[config.mk]
export PLATFORM = sky130hd
export DESIGN_NAME = fetch_unit
export DESIGN_NICKNAME = d
export VERILOG_FILES = /design/src/rtl/fetch_pkg.sv /design/src/rtl/return_stack.sv /design/src/rtl/fetch_unit.sv
export SDC_FILE = /design/constraint.sdc
export NUM_CORES = 1
export LEC_CHECK = 0
export CORE_MARGIN = 3
export CORE_UTILIZATION = 55
export DETAILED_ROUTE_END_ITERATION = 10
export GPL_TIMING_DRIVEN = 0
export PLACE_DENSITY = 0.87
export SYNTH_ARGS = -nofsm -noshare
export SYNTH_HDL_FRONTEND = slang
export SYNTH_HIERARCHICAL = 1
export SYNTH_SLANG_ARGS = --single-unit
[constraint.sdc]
create_clock -name clock -period 8.3 [get_ports clock]
set_input_delay 1.66 -clock clock [delete_from_list [all_inputs] [get_ports clock]]
set_output_delay 1.66 -clock clock [all_outputs]
set_load 0.05 [all_outputs]
[src/rtl/fetch_pkg.sv]
// Shared definitions for the 19-bit processor fetch stage: widths, opcodes, FSM states.
package fetch_pkg;
    localparam int PC_W        = 12;
    localparam int INSTR_W     = 19;
    localparam int STACK_DEPTH = 8;
    localparam int SP_W        = $clog2(STACK_DEPTH) + 1;

    localparam logic [2:0] OP_BR = 3'b101;
    localparam logic [2:0] OP_CF = 3'b111;

    localparam logic [1:0] BR_Z  = 2'b00;
    localparam logic [1:0] BR_NZ = 2'b01;
    localparam logic [1:0] BR_C  = 2'b10;
    localparam logic [1:0] BR_NC = 2'b11;

    localparam logic [1:0] CF_JMP  = 2'b00;
    localparam logic [1:0] CF_JSB  = 2'b01;
    localparam logic [1:0] CF_RET  = 2'b10;
    localparam logic [1:0] CF_HALT = 2'b11;

    typedef enum logic [1:0] {FILL, RUN, HALT} state_t;
endpackage

[src/rtl/return_stack.sv]
// Subroutine return-address stack; pointer counts entries, top of stack is read combinationally.
module return_stack
    import fetch_pkg::*;
(
    input  logic            clock,
    input  logic            rst,
    input  logic            push,
    input  logic            pop,
    input  logic [PC_W-1:0] wdata,
    output logic [PC_W-1:0] rdata,
    output logic            full,
    output logic            empty
);
    logic [PC_W-1:0] r_mem [STACK_DEPTH];
    logic [SP_W-1:0] r_sp;
    logic [SP_W-2:0] w_top;

    assign full  = (r_sp == SP_W'(STACK_DEPTH));
    assign empty = (r_sp == '0);
    assign w_top = r_sp[SP_W-2:0] - (SP_W-1)'(1);
    assign rdata = r_mem[w_top];

    // Only the pointer is reset; stale entries are unreachable once it is zero.
    always_ff @(posedge clock) begin
        if (rst) begin
            r_sp <= '0;
        end else if (push && !full) begin
            r_mem[r_sp[SP_W-2:0]] <= wdata;
            r_sp                  <= r_sp + SP_W'(1);
        end else if (pop && !empty) begin
            r_sp <= r_sp - SP_W'(1);
        end
    end
endmodule

[src/rtl/fetch_unit.sv]
// Fetch stage: PC, synchronous-read imem addressing, zero-bubble control flow, halt on HALT or stack fault.
module fetch_unit
    import fetch_pkg::*;
(
    input  logic               clock,
    input  logic               rst,
    output logic [PC_W-1:0]    imem_addr,
    input  logic [INSTR_W-1:0] imem_data,
    output logic [INSTR_W-1:0] instr,
    output logic [PC_W-1:0]    instr_pc,
    output logic               instr_valid,
    input  logic               instr_ready,
    input  logic               zero_flag,
    input  logic               carry_flag,
    output logic               halted,
    output logic [1:0]         stack_err
);
    state_t          r_state;
    logic [PC_W-1:0] r_pc;
    logic [1:0]      r_err;
    logic            r_valid;
    logic            r_halted;

    logic            w_accept;
    logic [2:0]      w_op;
    logic [1:0]      w_sub;
    logic [PC_W-1:0] w_tgt;
    logic [PC_W-1:0] w_inc;
    logic [PC_W-1:0] w_next;
    logic            w_push;
    logic            w_pop;
    logic            w_halt;
    logic            w_ovf;
    logic            w_unf;
    logic [PC_W-1:0] w_ret_addr;
    logic            w_full;
    logic            w_empty;

    assign w_accept = (r_state == RUN) && instr_ready;
    assign w_op     = imem_data[INSTR_W-1 -: 3];
    assign w_sub    = imem_data[INSTR_W-4 -: 2];
    assign w_tgt    = imem_data[PC_W-1:0];
    assign w_inc    = r_pc + PC_W'(1);

    // Decode the word currently presented; halting cases leave the PC where it is.
    always_comb begin
        w_next = w_inc;
        w_push = 1'b0;
        w_pop  = 1'b0;
        w_halt = 1'b0;
        w_ovf  = 1'b0;
        w_unf  = 1'b0;
        if (w_op == OP_BR) begin
            unique case (w_sub)
                BR_Z:  if (zero_flag)   w_next = w_tgt;
                BR_NZ: if (!zero_flag)  w_next = w_tgt;
                BR_C:  if (carry_flag)  w_next = w_tgt;
                BR_NC: if (!carry_flag) w_next = w_tgt;
            endcase
        end else if (w_op == OP_CF) begin
            unique case (w_sub)
                CF_JMP: w_next = w_tgt;
                CF_JSB: begin
                    if (w_full) begin
                        w_ovf  = 1'b1;
                        w_halt = 1'b1;
                        w_next = r_pc;
                    end else begin
                        w_push = 1'b1;
                        w_next = w_tgt;
                    end
                end
                CF_RET: begin
                    if (w_empty) begin
                        w_unf  = 1'b1;
                        w_halt = 1'b1;
                        w_next = r_pc;
                    end else begin
                        w_pop  = 1'b1;
                        w_next = w_ret_addr;
                    end
                end
                CF_HALT: begin
                    w_halt = 1'b1;
                    w_next = r_pc;
                end
            endcase
        end
    end

    return_stack u_stack (
        .clock (clock),
        .rst   (rst),
        .push  (w_accept && w_push),
        .pop   (w_accept && w_pop),
        .wdata (w_inc),
        .rdata (w_ret_addr),
        .full  (w_full),
        .empty (w_empty)
    );

    // Redirecting the address in the accept cycle is what makes taken flow bubble-free.
    assign imem_addr   = w_accept ? w_next : r_pc;
    assign instr       = imem_data;
    assign instr_pc    = r_pc;
    assign instr_valid = r_valid;
    assign halted      = r_halted;
    assign stack_err   = r_err;

    always_ff @(posedge clock) begin
        if (rst) begin
            r_state  <= FILL;
            r_pc     <= '0;
            r_err    <= '0;
            r_valid  <= 1'b0;
            r_halted <= 1'b0;
        end else begin
            unique case (r_state)
                FILL: begin
                    r_state <= RUN;
                    r_valid <= 1'b1;
                end
                RUN: begin
                    if (w_accept) begin
                        if (w_halt) begin
                            r_state  <= HALT;
                            r_valid  <= 1'b0;
                            r_halted <= 1'b1;
                            r_err    <= r_err | {w_unf, w_ovf};
                        end else begin
                            r_pc <= w_next;
                        end
                    end
                end
                HALT: begin
                    r_state <= HALT;
                end
                default: r_state <= FILL;
            endcase
        end
    end
endmodule

# --- Word level (Yosys, flattened, before mapping) ---
# Memory sizes are Yosys's and may differ from the RTL's.
# Cells that the tools add are included.
op_classes:
  add_sub_neg: 4
  eq_ne: 10
  n_mux: 41
  n_bitwise: 2
  reduce_logical: 16
ops:
  columns: ["cell", "n"]
  rows:
  - ["12-bit 2-to-1 mux", 9]
  - ["12-bit case mux with 4 select lines", 2]
  - ["1-bit 2-to-1 mux", 23]
  - ["12-bit by 1-bit adder with 12-bit output, second input constant", 1]
  - ["3-bit AND reduction", 3]
  - ["4-bit 2-to-1 mux", 2]
  - ["2-bit equality test, second input constant", 3]
  - ["3-bit equality test, second input constant", 2]
  - ["2-bit case mux with 3 select lines", 1]
  - ["1-bit logical AND", 5]
  - ["4-bit by 1-bit adder with 4-bit output, second input constant", 1]
  - ["2-bit by 1-bit equality test with 1-bit output, second input constant", 2]
  - ["4-bit equality test, second input constant", 1]
  - ["2-bit logical NOT", 2]
  - ["4-bit logical NOT", 1]
  - ["2-bit 2-to-1 mux", 2]
  - ["2-bit inequality test, second input constant", 2]
  - ["2-bit nonzero test", 2]
  - ["4-bit by 1-bit subtractor with 4-bit output, second input constant", 1]
  - ["1-bit case mux with 3 select lines", 1]
  - ["3-bit by 1-bit subtractor with 3-bit output, second input constant", 1]
  - ["1-bit logical NOT", 2]
  - ["2-bit bitwise OR", 1]
  - ["1-bit case mux with 2 select lines", 1]
  - ["2 further kinds", 2]
word_totals:
  ff_bits: 22
  ram_bits: 96
  input_bits: 24
  output_inout_bits: 47
  word_cells: 80
  n_memories: 1
mem_list:
  columns: ["memory", "depth", "word_bits", "rd", "rd_ports_with_merged_regs", "write_ports", "line", "rtl"]
  rows:
  - ["u_stack.r_mem", 8, 12, 1, 0, 1, "return_stack.sv:14", "logic [PC_W-1:0] r_mem [STACK_DEPTH];"]

# --- Logic depth before layout (Yosys ltp) ---
# Gate-level depths: netlist of run 1.
logic_depth:
  ltp_word: 10
  mapped_depth: 15
  depth_no_buf: 12

# --- Modules after synthesis ---
# The synthesis of run 1 kept the hierarchy.
by_module_without_submodules:
  columns: ["mod", "n_inst", "cells_each", "area_per_inst_um2", "seq_area_each_um2"]
  rows:
  - ["return_stack", 1, 190, 4016.4, 2962.8]
  - ["fetch_unit", 1, 293, 2173.3, 360.3]

# --- Worst setup path after synthesis of run 1 ---
# Ideal clock, no wire load.
synth_timing:
  path_type: "input to output"
  from: "input imem_data[15]"
  to: "output imem_addr[6]"
  arrival_time_ps: 3632
  required_time_ps: 6640
  path_slack_ps: 3008
  path_stages: 6
  n_path_buf: 1
  cell_sequence: "buf_4 -> mux2_4 -> xnor2_1 -> a32o_1 -> o31ai_1 -> a31oi_1"
synth_between:
  elab_chain_cells: 5
  word_cells_on_any_way: 9
  classes_between: "3 x eq/ne; 5 x mux; 1 x reduce/logical"
synth_rtl:
  columns: ["element", "line", "rtl"]
  rows:
  - ["start: declaration", "fetch_unit.sv:8", "input logic [INSTR_W-1:0] imem_data,"]
  - ["2-bit equality test (tied with other cells)", "fetch_unit.sv:54, fetch_unit.sv:61", null]
  - ["12-bit case mux with 4 select lines", "fetch_unit.sv:61", "unique case (w_sub)"]
  - ["12-bit 2-to-1 mux", "fetch_unit.sv:60", "end else if (w_op == OP_CF) begin"]
  - ["12-bit 2-to-1 mux (*)", "fetch_unit.sv:53", "if (w_op == OP_BR) begin"]
  - ["12-bit 2-to-1 mux (*)", "fetch_unit.sv:103", "assign imem_addr = w_accept ? w_next : r_pc;"]
  - ["end: declaration", "fetch_unit.sv:7", "output logic [PC_W-1:0] imem_addr,"]
# Mark *: on every way between the ends. The rest lies on a longest branch, timed or not.

# --- Final worst setup path of run 1 ---
layout_timing:
  from: "register u_stack.r_sp[0]"
  to: "output imem_addr[7]"
layout_between:
  elab_chain_cells: 7
  word_cells_on_any_way: 10
  classes_between: "1 x add/sub; 1 x eq/ne; 6 x mux; 1 x reduce/logical; 1 x memory"
layout_rtl:
  columns: ["element", "line", "rtl"]
  rows:
  - ["start: declaration", "return_stack.sv:15", "logic [SP_W-1:0] r_sp;"]
  - ["start signal: assignment", "return_stack.sv:29", "r_sp <= r_sp + SP_W'(1);"]
  - ["start signal: assignment", "return_stack.sv:31", "r_sp <= r_sp - SP_W'(1);"]
  - ["3-bit by 1-bit subtractor with 3-bit output", "return_stack.sv:20", "assign w_top = r_sp[SP_W-2:0] - (SP_W-1)'(1);"]
  - ["via u_stack.w_top[0]", "return_stack.sv:16", "logic [SP_W-2:0] w_top;"]
  - ["memory read 8 x 12 bit", null, null]
  - ["via w_ret_addr[7]", "fetch_unit.sv:35", "logic [PC_W-1:0] w_ret_addr;"]
  - ["12-bit 2-to-1 mux", "fetch_unit.sv:74", "if (w_empty) begin"]
  - ["12-bit case mux with 4 select lines", "fetch_unit.sv:61", null]
  - ["12-bit 2-to-1 mux", "fetch_unit.sv:60", null]
  - ["12-bit 2-to-1 mux", "fetch_unit.sv:53", null]
  - ["12-bit 2-to-1 mux", "fetch_unit.sv:103", null]
# The timed path passes the listed nets, and every way through them passes these cells.

==> results of run 1 <==
-- synth_stat cells, drive strengths merged (5+ instances only) --
library cell | number | area share
a21o | 7 | 0.0085
a21oi | 23 | 0.019
a221oi | 7 | 0.012
a22o | 8 | 0.011
a31oi | 6 | 0.0061
and2 | 5 | 0.0051
and3 | 6 | 0.0061
buf | 39 | 0.043
clkbuf | 10 | 0.0063
dfxtp | 22 | 0.071
edfxtp | 96 | 0.47
ha | 6 | 0.012
inv | 21 | 0.013
mux2 | 17 | 0.032
mux2i | 7 | 0.011
mux4 | 24 | 0.091
nand2 | 27 | 0.016
nand3 | 12 | 0.013
nand4 | 6 | 0.0071
nor2 | 32 | 0.019
nor3 | 10 | 0.0089
nor4 | 5 | 0.0061
o21ai | 14 | 0.011
xnor2 | 10 | 0.017
-- power breakdown --
part	internal [mW]	total, mW	switching (mW)
logic	0.0956	0.283	0.187
registers	0.655	0.665	0.00979
clock network	0.394	0.696	0.301
total	1.15	1.64	0.498
-- how the worst min path moves through the flow --
stage	start	end	slack, ns	cells after the start
final	halted	halted	0.48	2
after global routing	halted	halted	0.53	2
after CTS	halted	halted	0.48	2
after detailed placement	halted	halted	0.46	2
after global placement	halted	halted	0.46	2
after floorplan	r_state[1]	r_state[1]	0.46	2
-- area by class of cell --
| cell class | count | area (um^2) |
|---|---|---|
| clock inverter | 15 | 131 |
| tap | 140 | 175 |
| fill | 744 | 3330 |
| sequential | 118 | 3320 |
| clock buffer | 17 | 425 |
| buffer | 49 | 303 |
| inverter | 21 | 78.8 |
| multi-input combinational | 295 | 2500 |
| timing repair buffer | 67 | 671 |
-- layout by cell type (no fill, tap or decap), drive strengths merged, types with 5 or more instances in the layout --
cell type / n
edfxtp: 96
clkdlybuf4s50: 64
buf: 42
nor2: 32
inv: 32
nand2: 27
clkbuf: 27
mux4: 24
a21oi: 23
dfxtp: 22
mux2: 17
o21ai: 14
nand3: 12
xnor2: 10
nor3: 10
a22o: 8
a21o: 7
mux2i: 7
a221oi: 7
and3: 6
a31oi: 6
ha: 6
nand4: 6
and2: 5
nor4: 5
-- worst register-to-register path: stages (launching register included) --
cell and delay [ns]:
dfxtp_1 0.39, buf_6 0.21, buf_4 0.27, inv_1 0.12, ha_1 0.26, nor2b_1 0.16, nand2_1 0.15, inv_1 0.13
nor4_1 0.22, buf_2 0.23, nand4_1 0.22, nor2_1 1.13
-- per-layer routing --
metal	part of all wire	wire (um)	GRT usage
met1	0.37	6320	0.355
met5	0	0	0
met3	0.11	1890	0.0712
met2	0.49	8310	0.468
met4	0.031	535	0.0905
-- cell families (layout without fill, tap and decap cells) --
family                   after synthesis  count (layout)  synth area share
multiplexers                          48              48             0.134
AO/OA/AOI/OAI                        110             110             0.133
adder cells (fa/ha/maj)                7               7            0.0154
XOR/XNOR                              12              12            0.0200
buffers and inverters                 70             169            0.0617
AND/OR/NAND/NOR                      118             118            0.0988
flip-flops                           118             118             0.537
-- flip-flops by register name, indices dropped and copies added (netlist names) --
signal,count
instr_valid,1
instr_pc,12
u_stack/r_sp,4
stack_err,2
r_state,2
u_stack/r_mem,96
halted,1
==> flow_summary.ini, run 1 <==
[cells_and_area]
area_growth_pct = 22.9
final_util = 0.696
layout-drive-gt1-share = 0.225
instances_no_fill = 722
diodes = 0
nets = 600
final_cell_area_um2 = 7610

[global_routing]
antenna_found_initial = 0
grt_max_degree = 17
grt_overflow = 0
grt_pass1_wl_mm = 26.6
grt_pass1_vias = 4712
grt_usage = 0.278

[synthesis]
synth_seq_cells = 118
syn-num-nets = 514
ys.flop_type = edfxtp_1
synthCells = 483
syn_area_um2 = 6190
avgSynthCellArea_um2 = 12.8
synth-edff-count = 96
yosysUniqueCellTypes = 72
yosys_warnings = 6
synth-async-reset-ratio = 0
ys_seq_area_frac = 0.537

[critical_path]
cp-end-kind = output port
worstSetupPathType = flip-flop to output port
cpMaxStageDelayCell = clkdlybuf4s50_1
critPathMaxFanout = 10
critPathArrivalTime_ns = 4.90
worstPathRequired_ns = 6.64
ff2ff_path_depth = 11
critical_path_buf_inv_count = 6
max_stage_delay_ns = 0.70
path_delay_family = buffers and inverters
path_depth = 13
cp_cell_sequence = buf_6, buf_4, inv_1, ha_1, clkbuf_1, clkbuf_1, mux4_2, mux2_2, a32o_1, a32oi_1, a32oi_1, mux2_2, clkdlybuf4s50_1
timing.rr.start = u_stack/r_sp[0]
crit_start = u_stack/r_sp[0]
worstSetupEndpoint = imem_addr[7]
reg2reg_slack_ns = 4.40
cp-start-kind = flip-flop
r2r-end = u_stack/r_mem[5][0]

[floorplan]
start_util = 0.566
rows = 38
dieArea_um2 = 12600
die_h_um = 112
core_area_um2 = 10900
die_x_um = 112
ioPinCount = 71

[sta]
finalSetupTns_ns = 0
hold_violations = 0
clock_skew_ns = 0.0129
whs_ns = 0.475
tightest_slew_ns = 1.42
rsz0062_at_grt = no
fin_ws_ns = 1.74
drv_slew = 0
finalSetupViolCount = 0
fin_crit_sh = 0.791
clock.fmax_mhz = 152
slew_headroom = 0.0513
fin_crit_ns = 6.56

[clock_network]
cts_sinks = 118
path_clk_slew_ns = 0.06
cts_setup_buffers = 0
root_buffer = clkbuf_16
htreeDepth = 4
cts_buffers = 17
cts_tree = yes
clk-insertion-delay-late_ns = 0.42
clk_path_buf_depth = 2
ctsHoldBuffers = 0
cts_resized = 0

[place]
dpl.hpwl_mm = 11.3
io_buffers = 64
place_ws_ns = 2.04
dp_cells = 689
gp_congestion = 0.984
place_area_um2 = 7040

[power]
ir_worst_vdd_uv = 167
power.leakage_nw = 2.64
p_per_area_nw_per_um2 = 216
power.total_mw = 1.64

[detailed_routing]
ant_nets = 0
drc = 0
wl_per_cell_um = 23.6
first_pass_iters = 6
via_per_inst = 6.64
drt-initial-drc-count = 640
num_vias = 4791
totalWireLength_mm = 17.1

[worst_hold_path]
min_path_type = flip-flop to flip-flop

[run]
drv_cap = 0

[run_status]
outcome = complete, no violations
Note: power is estimated with default switching activity, not from simulation.
==> run 2, diff against run 1 <==
Clock period 8.3 ns to 6.4 ns, I/O delays scaled along.
==> run 2 against run 1 <==
Against the previous run:
- sequential share of layout area about the same
- die area unchanged
- clock power increased by 30%
- utilization barely moved
- combinational power increased by 29%
- count of clock-buffer cells in the layout is the same
- first-iteration DRC count shrank 1.4%
- register-to-register slack worse by 1.9 ns
- via count about the same
- design area about the same
- global-route usage unchanged
- critical path type unchanged
- critical endpoint unchanged
==> flow_summary.ini, run 2 (synthesis results as in run 1) <==
[run_status]
outcome = complete, no violations

[critical_path]
worstSetupEndpoint = imem_addr[7]
critical_path_buf_inv_count = 6
cp-end-kind = output port
cp_cell_sequence = buf_6, buf_4, inv_1, ha_1, clkbuf_1, clkbuf_1, mux4_2, mux2_2, a32o_1, a32oi_1, a32oi_1, mux2_2, clkdlybuf4s50_1
ff2ff_path_depth = 11
path_delay_family = buffers and inverters
timing.rr.start = u_stack/r_sp[0]
critPathArrivalTime_ns = 4.87
worstSetupPathType = flip-flop to output port
r2r-end = u_stack/r_mem[5][0]
cp-start-kind = flip-flop
crit_start = u_stack/r_sp[0]
path_depth = 13
worstPathRequired_ns = 5.12
cpMaxStageDelayCell = clkdlybuf4s50_1
max_stage_delay_ns = 0.70
critPathMaxFanout = 10
reg2reg_slack_ns = 2.52

[cells_and_area]
layout-drive-gt1-share = 0.227
instances_no_fill = 722
layout_commonest_cell = edfxtp_1
regArea_um2 = 3320
num-fill-cells = 743
final_cell_mix = 96 x edfxtp_1, 64 x clkdlybuf4s50_1, 30 x nor2_1
final_cell_area_um2 = 7610
final_util = 0.696
nets = 600
multiInputGateArea_um2 = 2500
largest_reg_flops = 96
diodes = 0
area_growth_pct = 22.9

[clock_network]
htreeDepth = 4
cts_setup_buffers = 0
cts_tree = yes
ctsHoldBuffers = 0
clk_path_buf_depth = 2
clk-insertion-delay-late_ns = 0.42
root_buffer = clkbuf_16
cts_buffers = 17
cts_sinks = 118
path_clk_slew_ns = 0.06

[place]
dpl.hpwl_mm = 11.3
io_buffers = 64
dp_cells = 689
gp_congestion = 0.984
place_area_um2 = 7040
place_ws_ns = 0.731

[detailed_routing]
totalWireLength_mm = 17.1
first_pass_iters = 5
ant_nets = 0
num_vias = 4795
drc = 0
drt-initial-drc-count = 631
wl_per_cell_um = 23.6
via_per_inst = 6.64

[power]
p_per_area_nw_per_um2 = 280
ir_worst_vdd_uv = 217
power.total_mw = 2.13
power.leakage_nw = 2.64

[sta]
slew_headroom = 0.0719
drv_slew = 0
fin_crit_sh = 0.961
whs_ns = 0.476
clock.fmax_mhz = 163
tightest_slew_ns = 1.39
clock_skew_ns = 0.00983
rsz0062_at_grt = no
hold_violations = 0
finalSetupViolCount = 0
finalSetupTns_ns = 0
fin_ws_ns = 0.248
fin_crit_ns = 6.15

[global_routing]
grt_overflow = 0
grt_pass1_wl_mm = 26.6
grt_max_degree = 17
grt_usage = 0.278
grt_pass1_vias = 4712
antenna_found_initial = 0

[floorplan]
rows = 38
start_util = 0.566
core_area_um2 = 10900
die_x_um = 112
dieArea_um2 = 12600
die_h_um = 112
ioPinCount = 71

[worst_hold_path]
hold_start = halted
min_path_type = flip-flop to flip-flop

[run]
drv_cap = 0
-- run 2: tightest hold or removal path, cell delays in order (launching register included) --
cell	delay, ns
dfxtp_1	0.33
nor2_1	0.05
nor2_1	0.07
-- run 2: cell type report --
cell class | count | area share
clock inverters | 15 | 0.0173
flip-flops and latches | 118 | 0.437
well taps | 140 | 0.0230
plain buffers | 49 | 0.0400
repair buffers | 67 | 0.0881
multi-input cells | 295 | 0.329
inverters | 21 | 0.0104
clock buffers | 17 | 0.0559
-- run 2: power breakdown --
group | switching [mW] | leakage (nW) | total, mW | internal [mW]
Combinational | 0.242 | 1.32 | 0.366 | 0.124
Sequential | 0.0127 | 1.05 | 0.862 | 0.850
Clock | 0.391 | 0.274 | 0.903 | 0.511
-- run 2: how the worst min path moves through the flow --
stage                  to  slack (ns)  cells after the start
4_1_cts            halted        0.48                      2
6_report           halted        0.48                      2
2_1_floorplan  r_state[1]        0.46                      2
5_1_grt            halted        0.53                      2
3_5_place_dp       halted        0.46                      2
3_3_place_gp       halted        0.46                      2
-- run 2: timing repair --
item,CTS,global route
gates resized for setup,0,2
hold endpoints to repair,0,0
endpoints found under the setup margin,0,1
-- run 2: routing by layer --
layer | vias to the layer above | part of all wire | track usage
li1 | 2058 | - | -
met1 | 2317 | 0.37 | 0.355
met2 | 357 | 0.49 | 0.468
met3 | 63 | 0.11 | 0.0712
met4 | 0 | 0.031 | 0.0905
met5 | - | 0 | 0
==> run 3, diff against run 2 <==
Settings changed: CELL_PAD_IN_SITES_DETAIL_PLACEMENT set to 1, CELL_PAD_IN_SITES_GLOBAL_PLACEMENT set to 1, CORE_UTILIZATION 55 to 46, PLACE_DENSITY 0.87 to 0.89.
==> run 3 against run 2 <==
Against the previous run:
- sequential cell count unchanged
- register-to-register slack got worse by 0.06 ns
- power grew 4.2%
- design area increased by 1.1%
- routed wire length grew 17%
==> flow_summary.ini, run 3 (synthesis results as in run 1) <==
[run_status]
outcome = complete, no violations

[power]
pwr-share-clk = 0.439
power.total_mw = 2.22
p_int_mw = 1.59
p_per_area_nw_per_um2 = 289
power.leakage_nw = 2.66
power_frac_seq = 0.389
p_comb_frac = 0.172
switching_share = 0.284
p_switching_mw = 0.631
ir_worst_vdd_uv = 282

[global_routing]
grt_pass1_wl_mm = 30.5
grt_overflow = 0
antenna_found_initial = 0
grt_pass1_vias = 5163
grt_max_degree = 17
grt_usage = 0.279

[worst_hold_path]
min_path_type = flip-flop to flip-flop

[detailed_routing]
first_pass_iters = 5
wl_per_cell_um = 26.4
ant_nets = 0
num_vias = 4828
drc = 0
totalWireLength_mm = 19.9
drt-initial-drc-count = 652
via_per_inst = 6.40

[sta]
fin_ws_ns = 0.471
clock_skew_ns = 0.00718
hold_violations = 0
drv_slew = 0
fin_crit_ns = 5.93
slew_headroom = 0.0948
fin_crit_sh = 0.926
clock.fmax_mhz = 169
tightest_slew_ns = 1.35
finalSetupTns_ns = 0
rsz0062_at_grt = no
whs_ns = 0.478
finalSetupViolCount = 0

[cells_and_area]
multiInputGateArea_um2 = 2500
num-fill-cells = 1249
layout-drive-gt1-share = 0.225
diodes = 0
final_util = 0.598
regArea_um2 = 3320
instances_no_fill = 754
nets = 600
final_cell_mix = 96 x edfxtp_1, 64 x clkdlybuf4s50_1, 31 x nor2_1
area_growth_pct = 24.3
final_cell_area_um2 = 7690
layout_commonest_cell = edfxtp_1
largest_reg_flops = 96

[clock_network]
clk-insertion-delay-late_ns = 0.42
cts_resized = 0
path_clk_slew_ns = 0.06
root_buffer = clkbuf_16
cts_buffers = 17
cts_tree = yes
ctsHoldBuffers = 0
htreeDepth = 4
cts_setup_buffers = 0
cts_sinks = 118
clk_path_buf_depth = 2

[place]
gp_congestion = 0.911
dp_cells = 721
place_area_um2 = 7080
dpl.hpwl_mm = 13.6
io_buffers = 64
place_ws_ns = 0.690

[floorplan]
die_x_um = 122
rows = 41
ioPinCount = 71
dieArea_um2 = 14900
start_util = 0.481
core_area_um2 = 12900
die_h_um = 122

[run]
drv_cap = 0

[critical_path]
cp_cell_sequence = buf_6, buf_4, inv_1, ha_1, clkbuf_1, clkbuf_2, mux4_2, mux2_2, a32o_1, a32oi_1, a32oi_1, mux2_2, clkdlybuf4s50_1
critPathMaxFanout = 10
cp-start-kind = flip-flop
cp-end-kind = output port
worstSetupPathType = flip-flop to output port
worstPathRequired_ns = 5.12
cpMaxStageDelayCell = clkdlybuf4s50_1
critPathArrivalTime_ns = 4.65
max_stage_delay_ns = 0.70
run 3: routing by layer:
| metal | vias up | share of wire | GRT usage |
|---|---|---|---|
| met5 | - | 0 | 0 |
| met1 | 2411 | 0.38 | 0.351 |
| li1 | 2059 | - | - |
| met4 | 0 | 0.036 | 0.137 |
| met2 | 298 | 0.49 | 0.460 |
| met3 | 60 | 0.090 | 0.0604 |
run 3: worst max-delay path: cells and delay by family (launching register included):
kind	cells	cell delay, ns
adders and majority gates	1	0.33
muxes	3	0.97
buffers and inverters	6	1.98
DFF	1	0.38
AOI/OAI and AO/OA	3	0.55
run 3: power by group through the flow:
stage | logic (mW) | clock network (mW) | registers, mW
finish | 0.381 | 0.975 | 0.864
global route | 0.400 | 1.02 | 0.865
CTS | 0.376 | 0.983 | 0.863
detailed placement | 0.369 | 0 | 0.879
global placement | 0.354 | 0 | 0.877
floorplan | 0.212 | 0 | 0.905
run 3: cell type report:
class / instances / share of cell area
timing repair buffer: 67 / 0.0872
clock inverter: 14 / 0.0228
buffer: 49 / 0.0397
inverter: 21 / 0.0102
sequential: 118 / 0.432
tap: 172 / 0.0280
clock buffer: 18 / 0.0558
multi-input combinational: 295 / 0.325
run 3: path summary, 6_finish.rpt:
kind | depth (start not counted) | from | slack (ns) | end
max | 13 | u_stack/r_sp[0] | 0.47 | imem_addr[7]
min | 2 | halted | 0.48 | halted
max reg2reg | 10 | r_state[1] | 2.46 | u_stack/r_mem[7][1]
min reg2reg | 2 | halted | 0.48 | halted
